<file path="src/rtl/cla_pkg.sv">
`default_nettype none
// ============================================================================
//  Module      : cla_pkg
//  Description : Shared definitions for the pipelined CLA adder/subtractor.
//                Operation encodings, the per-stage control payload carried
//                down the pipeline, and a ceil-log2 helper for parameter
//                checks.
//  Options     : ADDSUB_SAT_EN (the sat field is only meaningful when set)
//  Revision    : 1.0  initial release
// ============================================================================
package cla_pkg;

    localparam logic OP_ADD = 1'b0;
    localparam logic OP_SUB = 1'b1;

    // Control half of a stage payload. The wide fields (partial sum and the
    // skewed A/bx operands) are width-parameterised and live beside this
    // struct in the top module.
    typedef struct packed {
        logic valid;   // stage holds a live transaction
        logic sub;     // operation, OP_ADD / OP_SUB
        logic sat;     // saturate on signed overflow
        logic carry;   // carry out of the slice resolved in this stage
    } stage_ctl_t;

    function automatic int clog2(input int n);
        int r;
        int v;
        r = 0;
        v = n - 1;
        while (v > 0) begin
            r++;
            v = v >> 1;
        end
        return r;
    endfunction

endpackage
`default_nettype wire

</file>
<file path="src/rtl/cla_addsub_pipe_if.sv">
`default_nettype none
// ============================================================================
//  Module      : cla_addsub_pipe_if
//  Description : valid/ready bus for cla_addsub_pipe.
//                slave  : the adder/subtractor side
//                master : the producer/consumer side
//  Signals     : in_valid/in_ready/in_a/in_b/in_sub/in_cin[/in_sat]
//                out_valid/out_ready/out_sum/out_cout/out_ovf/out_zero
//  Options     : ADDSUB_SAT_EN adds in_sat
//  Revision    : 1.0  initial release
// ============================================================================
interface cla_addsub_pipe_if #(
    parameter int WIDTH = 32
);
    logic             in_valid;
    logic             in_ready;
    logic [WIDTH-1:0] in_a;
    logic [WIDTH-1:0] in_b;
    logic             in_sub;
    logic             in_cin;
`ifdef ADDSUB_SAT_EN
    logic             in_sat;
`endif
    logic             out_valid;
    logic             out_ready;
    logic [WIDTH-1:0] out_sum;
    logic             out_cout;
    logic             out_ovf;
    logic             out_zero;

    modport slave (
`ifdef ADDSUB_SAT_EN
        input  in_sat,
`endif
        input  in_valid, input in_a, input in_b, input in_sub, input in_cin,
        input  out_ready,
        output in_ready,
        output out_valid, output out_sum, output out_cout, output out_ovf,
        output out_zero
    );

    modport master (
`ifdef ADDSUB_SAT_EN
        output in_sat,
`endif
        output in_valid, output in_a, output in_b, output in_sub, output in_cin,
        output out_ready,
        input  in_ready,
        input  out_valid, input out_sum, input out_cout, input out_ovf,
        input  out_zero
    );
endinterface
`default_nettype wire

</file>
<file path="src/rtl/cla_group.sv">
`default_nettype none
// ============================================================================
//  Module      : cla_group
//  Description : Combinational GROUP-bit carry-lookahead adder.
//  Ports       : a, b  in  GROUP  operands
//                ci    in  1      carry in
//                s     out GROUP  sum
//                p     out 1      group propagate (all bits propagate)
//                g     out 1      group generate (carry out independent of ci)
//  Revision    : 1.0  initial release
// ============================================================================
module cla_group #(
    parameter int GROUP = 4
) (
    input  logic [GROUP-1:0] a,
    input  logic [GROUP-1:0] b,
    input  logic             ci,
    output logic [GROUP-1:0] s,
    output logic             p,
    output logic             g
);
    logic [GROUP-1:0] w_p;
    logic [GROUP-1:0] w_g;
    logic [GROUP-1:0] w_c;
    logic             w_term;
    logic             w_gen;

    assign w_p = a ^ b;
    assign w_g = a & b;

    // Each bit carry is a flat sum of products over g/p/ci, so no carry
    // depends on a lower carry.
    always_comb begin
        w_c    = '0;
        w_term = 1'b0;
        w_gen  = 1'b0;
        w_c[0] = ci;
        for (int i = 1; i < GROUP; i++) begin
            w_term = ci;
            for (int m = 0; m < i; m++) w_term = w_term & w_p[m];
            w_c[i] = w_term;
            for (int j = 0; j < i; j++) begin
                w_term = w_g[j];
                for (int m = j + 1; m < i; m++) w_term = w_term & w_p[m];
                w_c[i] = w_c[i] | w_term;
            end
        end
        for (int j = 0; j < GROUP; j++) begin
            w_term = w_g[j];
            for (int m = j + 1; m < GROUP; m++) w_term = w_term & w_p[m];
            w_gen = w_gen | w_term;
        end
    end

    assign s = w_p ^ w_c;
    assign p = &w_p;
    assign g = w_gen;
endmodule
`default_nettype wire

</file>
<file path="src/rtl/cla_addsub_pipe.sv">
`default_nettype none
// ============================================================================
//  Module      : cla_addsub_pipe
//  Description : Pipelined carry-lookahead adder/subtractor, valid/ready.
//                Stage k resolves operand bits [k*W/S +: W/S]; the slice
//                carry is registered between stages and the untouched upper
//                operand bits ride along. One result per cycle, latency
//                STAGES.
//  Ports       : clk    in  clock, rising edge
//                rst_n  in  synchronous reset, active low
//                bus    slave modport of cla_addsub_pipe_if
//  Options     : ADDSUB_SAT_EN  saturate out_sum on signed overflow when
//                the transaction's in_sat is set
//  Revision    : 1.0  initial release
// ============================================================================
module cla_addsub_pipe
    import cla_pkg::*;
#(
    parameter int WIDTH  = 32,
    parameter int STAGES = 2,
    parameter int GROUP  = 4
) (
    input  logic                 clk,
    input  logic                 rst_n,
    cla_addsub_pipe_if.slave     bus
);
    localparam int c_SLICE_W = WIDTH / STAGES;
    localparam int c_NGRP    = c_SLICE_W / GROUP;
    localparam int c_LAST    = STAGES - 1;

    if ((WIDTH % STAGES) != 0) begin : g_chk_stages
        $error("cla_addsub_pipe: WIDTH must be a multiple of STAGES");
    end
    if (((WIDTH / STAGES) % GROUP) != 0) begin : g_chk_group
        $error("cla_addsub_pipe: slice width must be a multiple of GROUP");
    end

    // Stage registers
    stage_ctl_t       r_ctl [STAGES];
    logic [WIDTH-1:0] r_sum [STAGES];
    logic [WIDTH-1:0] r_a   [STAGES];
    logic [WIDTH-1:0] r_bx  [STAGES];
    logic             r_cout;
    logic             r_ovf;
    logic             r_zero;

    // Per-stage inputs and combinational results
    stage_ctl_t       w_ctl_in [STAGES];
    logic [WIDTH-1:0] w_a_in   [STAGES];
    logic [WIDTH-1:0] w_bx_in  [STAGES];
    logic [WIDTH-1:0] w_sum_in [STAGES];
    logic [WIDTH-1:0] w_sum_nx [STAGES];
    logic             w_c_nx   [STAGES];

    logic             w_adv;
    logic             w_sat_in;

    // Whole pipe moves as one shift register; it only freezes when the
    // output holds a result nobody is taking.
    assign w_adv        = !r_ctl[c_LAST].valid || bus.out_ready;
    assign bus.in_ready = w_adv;

`ifdef ADDSUB_SAT_EN
    assign w_sat_in = bus.in_sat;
`else
    assign w_sat_in = 1'b0;
`endif

    for (genvar k = 0; k < STAGES; k++) begin : g_stage
        logic [c_SLICE_W-1:0] w_s;
        logic [c_NGRP:0]      w_gc;
        logic [c_NGRP-1:0]    w_gp;
        logic [c_NGRP-1:0]    w_gg;
        logic                 w_term;
        logic [WIDTH-1:0]     w_merged;

        if (k == 0) begin : g_head
            // Subtraction is A + ~B + ~borrow.
            assign w_ctl_in[k] = '{valid: bus.in_valid, sub: bus.in_sub,
                                   sat: w_sat_in, carry: bus.in_cin ^ bus.in_sub};
            assign w_a_in[k]   = bus.in_a;
            assign w_bx_in[k]  = bus.in_b ^ {WIDTH{bus.in_sub}};
            assign w_sum_in[k] = '0;
        end else begin : g_body
            assign w_ctl_in[k] = r_ctl[k-1];
            assign w_a_in[k]   = r_a[k-1];
            assign w_bx_in[k]  = r_bx[k-1];
            assign w_sum_in[k] = r_sum[k-1];
        end

        for (genvar j = 0; j < c_NGRP; j++) begin : g_grp
            cla_group #(.GROUP(GROUP)) u_grp (
                .a  (w_a_in[k][k*c_SLICE_W + j*GROUP +: GROUP]),
                .b  (w_bx_in[k][k*c_SLICE_W + j*GROUP +: GROUP]),
                .ci (w_gc[j]),
                .s  (w_s[j*GROUP +: GROUP]),
                .p  (w_gp[j]),
                .g  (w_gg[j])
            );
        end

        // Second-level lookahead: group carries from group P/G and the
        // carry entering this slice.
        always_comb begin
            w_gc    = '0;
            w_term  = 1'b0;
            w_gc[0] = w_ctl_in[k].carry;
            for (int i = 1; i <= c_NGRP; i++) begin
                w_term = w_ctl_in[k].carry;
                for (int m = 0; m < i; m++) w_term = w_term & w_gp[m];
                w_gc[i] = w_term;
                for (int j = 0; j < i; j++) begin
                    w_term = w_gg[j];
                    for (int m = j + 1; m < i; m++) w_term = w_term & w_gp[m];
                    w_gc[i] = w_gc[i] | w_term;
                end
            end
        end

        always_comb begin
            w_merged = w_sum_in[k];
            w_merged[k*c_SLICE_W +: c_SLICE_W] = w_s;
        end

        assign w_sum_nx[k] = w_merged;
        assign w_c_nx[k]   = w_gc[c_NGRP];
    end

    // Final-stage flags
    logic [WIDTH-1:0] w_raw;
    logic [WIDTH-1:0] w_final;
    logic             w_c_msb_in;
    logic             w_c_msb_out;
    logic             w_ovf;
    logic             w_cout;

    assign w_raw       = w_sum_nx[c_LAST];
    assign w_c_msb_out = w_c_nx[c_LAST];
    // The carry into the MSB falls out of the MSB sum bit: s = a ^ b ^ c.
    assign w_c_msb_in  = w_raw[WIDTH-1] ^ w_a_in[c_LAST][WIDTH-1] ^ w_bx_in[c_LAST][WIDTH-1];
    assign w_ovf       = w_c_msb_in ^ w_c_msb_out;
    assign w_cout      = w_c_msb_out ^ (w_ctl_in[c_LAST].sub == OP_SUB);

`ifdef ADDSUB_SAT_EN
    // On overflow both addends share A's sign, so A's MSB picks the rail.
    always_comb begin
        w_final = w_raw;
        if (w_ctl_in[c_LAST].sat && w_ovf) begin
            w_final = w_a_in[c_LAST][WIDTH-1] ? {1'b1, {(WIDTH-1){1'b0}}}
                                              : {1'b0, {(WIDTH-1){1'b1}}};
        end
    end
`else
    assign w_final = w_raw;
`endif

    always_ff @(posedge clk) begin
        if (!rst_n) begin
            for (int k = 0; k < STAGES; k++) begin
                r_ctl[k] <= '0;
                r_sum[k] <= '0;
                r_a[k]   <= '0;
                r_bx[k]  <= '0;
            end
            r_cout <= 1'b0;
            r_ovf  <= 1'b0;
            r_zero <= 1'b0;
        end else if (w_adv) begin
            for (int k = 0; k < STAGES; k++) begin
                r_ctl[k] <= '{valid: w_ctl_in[k].valid, sub: w_ctl_in[k].sub,
                              sat: w_ctl_in[k].sat, carry: w_c_nx[k]};
                r_a[k]   <= w_a_in[k];
                r_bx[k]  <= w_bx_in[k];
            end
            for (int k = 0; k < c_LAST; k++) begin
                r_sum[k] <= w_sum_nx[k];
            end
            r_sum[c_LAST] <= w_final;
            r_cout        <= w_cout;
            r_ovf         <= w_ovf;
            r_zero        <= (w_final == '0);
        end
    end

    assign bus.out_valid = r_ctl[c_LAST].valid;
    assign bus.out_sum   = r_sum[c_LAST];
    assign bus.out_cout  = r_cout;
    assign bus.out_ovf   = r_ovf;
    assign bus.out_zero  = r_zero;
endmodule
`default_nettype wire

</file>
<file path="src/flat_wrapper.sv">
// flat-port wrapper written by rule: the top's interface ports become plain ports
module cla_addsub_pipe_flat import cla_pkg::*;
#(
    parameter int WIDTH  = 32,
    parameter int STAGES = 2,
    parameter int GROUP  = 4
)
  (clk, rst_n, bus_in_valid, bus_in_a, bus_in_b, bus_in_sub, bus_in_cin, bus_out_ready, bus_in_ready, bus_out_valid, bus_out_sum, bus_out_cout, bus_out_ovf, bus_out_zero);
  cla_addsub_pipe_if #(.WIDTH(WIDTH)) bus_i ();
  input  logic clk;
  input  logic rst_n;
  input wire logic [$bits(bus_i.in_valid)-1:0] bus_in_valid;
  input wire logic [$bits(bus_i.in_a)-1:0] bus_in_a;
  input wire logic [$bits(bus_i.in_b)-1:0] bus_in_b;
  input wire logic [$bits(bus_i.in_sub)-1:0] bus_in_sub;
  input wire logic [$bits(bus_i.in_cin)-1:0] bus_in_cin;
  input wire logic [$bits(bus_i.out_ready)-1:0] bus_out_ready;
  output wire logic [$bits(bus_i.in_ready)-1:0] bus_in_ready;
  output wire logic [$bits(bus_i.out_valid)-1:0] bus_out_valid;
  output wire logic [$bits(bus_i.out_sum)-1:0] bus_out_sum;
  output wire logic [$bits(bus_i.out_cout)-1:0] bus_out_cout;
  output wire logic [$bits(bus_i.out_ovf)-1:0] bus_out_ovf;
  output wire logic [$bits(bus_i.out_zero)-1:0] bus_out_zero;
  assign bus_i.in_valid = bus_in_valid;
  assign bus_i.in_a = bus_in_a;
  assign bus_i.in_b = bus_in_b;
  assign bus_i.in_sub = bus_in_sub;
  assign bus_i.in_cin = bus_in_cin;
  assign bus_i.out_ready = bus_out_ready;
  assign bus_in_ready = bus_i.in_ready;
  assign bus_out_valid = bus_i.out_valid;
  assign bus_out_sum = bus_i.out_sum;
  assign bus_out_cout = bus_i.out_cout;
  assign bus_out_ovf = bus_i.out_ovf;
  assign bus_out_zero = bus_i.out_zero;
  cla_addsub_pipe #(.WIDTH(WIDTH), .STAGES(STAGES), .GROUP(GROUP)) u_core (.clk(clk), .rst_n(rst_n), .bus(bus_i));
endmodule
</file>
<file path="config.mk">
export PLATFORM = sky130hd
export DESIGN_NAME = cla_addsub_pipe_flat
export DESIGN_NICKNAME = d
export VERILOG_FILES = /design/src/rtl/cla_pkg.sv /design/src/rtl/cla_addsub_pipe_if.sv /design/src/rtl/cla_group.sv /design/src/rtl/cla_addsub_pipe.sv /design/src/flat_wrapper.sv
export SDC_FILE = /design/constraint.sdc
export NUM_CORES = 1
export LEC_CHECK = 0
export BUFFER_PORTS_ARGS = -buffer_cell sky130_fd_sc_hd__buf_2
export CAP_MARGIN = 20
export CORE_MARGIN = 10
export CORE_UTILIZATION = 55
export DETAILED_ROUTE_END_ITERATION = 10
export PLACE_DENSITY = 0.81
export SYNTH_ARGS = -nofsm -noshare
export SYNTH_HDL_FRONTEND = slang
export SYNTH_SLANG_ARGS = --single-unit
</file>
<file path="constraint.sdc">
create_clock -name clk -period 4.4 [get_ports clk]
set_clock_uncertainty 0.1 [all_clocks]
set_input_delay 0.22 -clock clk [delete_from_list [all_inputs] [get_ports clk]]
set_output_delay 0.22 -clock clk [all_outputs]
set_load 0.05 [all_outputs]
</file>
==> results.cfg <==
[routing]
routedWlPerCell_um = 17.00
viasPerCell = 5.506
drtAntennaViolNets = 0
drt-initial-drc-count = 271
drt-pass1-iter-count = 4
drt_wl_total_um = 10910
dr_total_vias = 3535
drc = 0

[clock_tree]
cts_buffer_depth = 2
hold_buffers = 0
htree_num_levels = 3
cts_tree = done
post-cts-setup-buffer-count = 0
cts_buffers = 9
clock-root-buffer = clkbuf_8
clk_pin_slew_ns = 0.08
cts.sinks = 87
cts_resized = 0
clk_latency_ns = 0.35

[critical_path]
critPathKind = flip-flop to flip-flop
crit_path_max_fanout = 3
max_stage_delay_ns = 0.51
worstPathCellList = ha_1 > a21oi_1 > nor2_1 > o31ai_1 > nand2b_1 > o21ai_0 > nand2b_1 > ha_1 > o211ai_1 > nand2_1 > xnor2_1 > nand4_1 > or4_1 > o21ai_0
cp-start-kind = flip-flop
cp-end-kind = flip-flop
required_ns = 4.57
critPathSlowestCell = or4_1
arrival_ns = 3.87

[die]
ios = 107
core_mm2 = 0.008763
rows = 34
die_y_um = 115.2
die_area_mm2 = 0.01326
start_util_pct = 56.82
die_w_um = 115.2

[layout]
area_growth_pct = 15.90
fillers = 667
fin_util_pct = 65.86
nets = 647
n_antenna_cell = 0
final_cell_area_mm2 = 0.005772
final_cells = 642
drive_gt1_share_pct = 24.16

[synth]
ys_seq_area_share_pct = 51.86
synth_area_leaders = edfxtp_1 (51%), ha_1 (10%), xnor2_1 (5.5%)
yosysTopAreaCell = edfxtp_1
synth-seq-cells = 87
async_flop_share_pct = 0
ys.flop_type = edfxtp_1
synth_edf_count = 84
synth.yosys.warnings = 0
synth_commonest_cells = edfxtp_1 (84), nor2_1 (55), ha_1 (40)
yosysMostFrequentCell = edfxtp_1
syn_inst = 426
avgSynthCellArea_um2 = 11.69
yosysUniqueCellTypes = 41
synth_area_mm2 = 0.004980
synth_top_cell_area_share_pct = 50.65
syn_nets = 544

[timing]
hold_slack_ns = 0.08168
hold_viol = 0
fin_ws_ns = 0.7027
fmax_mhz = 270.5
worst_slew_pin_slew_ns = 1.059
setup_viol = 0
slew_violations = 0
setup_tns_ns = 0
fin_crit_sh_pct = 84.03
min_period_ns = 3.697
rsz0062_at_grt = no
max_slew_margin_pct = 29.43

[grt]
grt_overflow = 0
grt_pass1_wl_um = 17520
grt_usage_pct = 16.39
grt_start_max_net_pins = 85
antenna_found_initial = 0
grt_pass1_vias = 3685

[placement]
pre_cts_slack_ns = 0.7701
hpwl_um = 8359
place.gp.congestion = 0.8992
place.port_buffers = 106
dpl_cell_area_mm2 = 0.005607
dp.cells = 626

[power_and_ir_drop]
p_int_mw = 1.461
switchingPower_uw = 753.6
swShare_pct = 34.02
power_mw = 2.215
irDropWorstVdd_v = 0.0002076
p_leak_nw = 2.788
combPwrFrac_pct = 29.7
pwr-share-seq_pct = 48.7
p_per_area_mw_per_mm2 = 383.8
clkPwrFrac_pct = 21.6

[status]
status = completed

[job]
maxCapViolations = 0

[hold_path]
hp-class = primary input to flip-flop
sequential cells by signal, summed over array words and instances (netlist names):
register	flops
u_core.r_bx	16
u_core.r_a	16
u_core.r_sum	48
u_core.bus.out_zero	1
u_core.bus.out_ovf	1
u_core.bus.out_cout	1
u_core.r_ctl	4
critical path: cells and delay by family (launching register included):
family | cells | cell delay, ns
AND/OR/NAND/NOR | 6 | 1.17
AO/OA/AOI/OAI | 5 | 1.02
adder cells (fa/ha/maj) | 2 | 0.56
flip-flops | 1 | 0.43
XOR/XNOR | 1 | 0.33
layout by cell type (no fill, tap or decap), drive strengths merged, types with 11 or more instances in the layout:
master and count:
xor2 28, a21oi 21, nand2b 11, nor2 55
o21ai 16, inv 13, and3 39, xnor2 31
buf 110, nand2 11, ha 40, edfxtp 84
power by group through the flow:
stage / sequential [mW] / combinational, mW / clock (mW)
2_1_floorplan: 1.25 / 0.324 / 0
3_3_place_gp: 1.09 / 0.641 / 0
3_5_place_dp: 1.10 / 0.658 / 0
4_1_cts: 1.08 / 0.661 / 0.485
5_1_grt: 1.09 / 0.720 / 0.519
6_report: 1.08 / 0.657 / 0.479
logic make-up after synthesis:
kind of cell    after synthesis  share of synthesized area [%]
compound gates               54                          6.734
xor+xnor                     59                          10.53
fa+ha+maj                    48                          13.27
buf+inv                      31                          2.512
flops                        87                          51.86
mux                           1                         0.2010
simple gates                146                          14.90
per-layer routing:
metal | global-route usage (%) | vias up | wire length [um]
li1 | - | 1725 | -
met1 | 18.86 | 1686 | 4273
met2 | 28.60 | 104 | 5688
met3 | 4.375 | 20 | 716
met4 | 5.941 | 0 | 235
met5 | 0 | - | 0
area by class of cell:
class | instances | area [um^2] | area share, %
Timing Repair Buffer | 110 | 560.5 | 9.712
Tap cell | 108 | 135.1 | 2.341
Clock buffer | 10 | 127.6 | 2.211
Clock inverter | 6 | 37.54 | 0.6503
Inverter | 13 | 48.80 | 0.8454
Sequential cell | 87 | 2582 | 44.74
Multi-Input combinational cell | 308 | 2280 | 39.50
worst paths after layout:
path                              end  cells past startpoint                 from  slack (ns)
setup / recovery  u_core.bus.out_zero                     14    u_core.r_a[0][16]        0.70
hold / removal      u_core.r_a[0][19]                      2         bus_in_a[19]        0.08
hold reg to reg   u_core.bus.out_zero                      2  u_core.bus.out_zero        0.43
setup reg to reg  u_core.bus.out_zero                     14    u_core.r_a[0][16]        0.70
No activity file was read; power rests on OpenSTA's default activity.
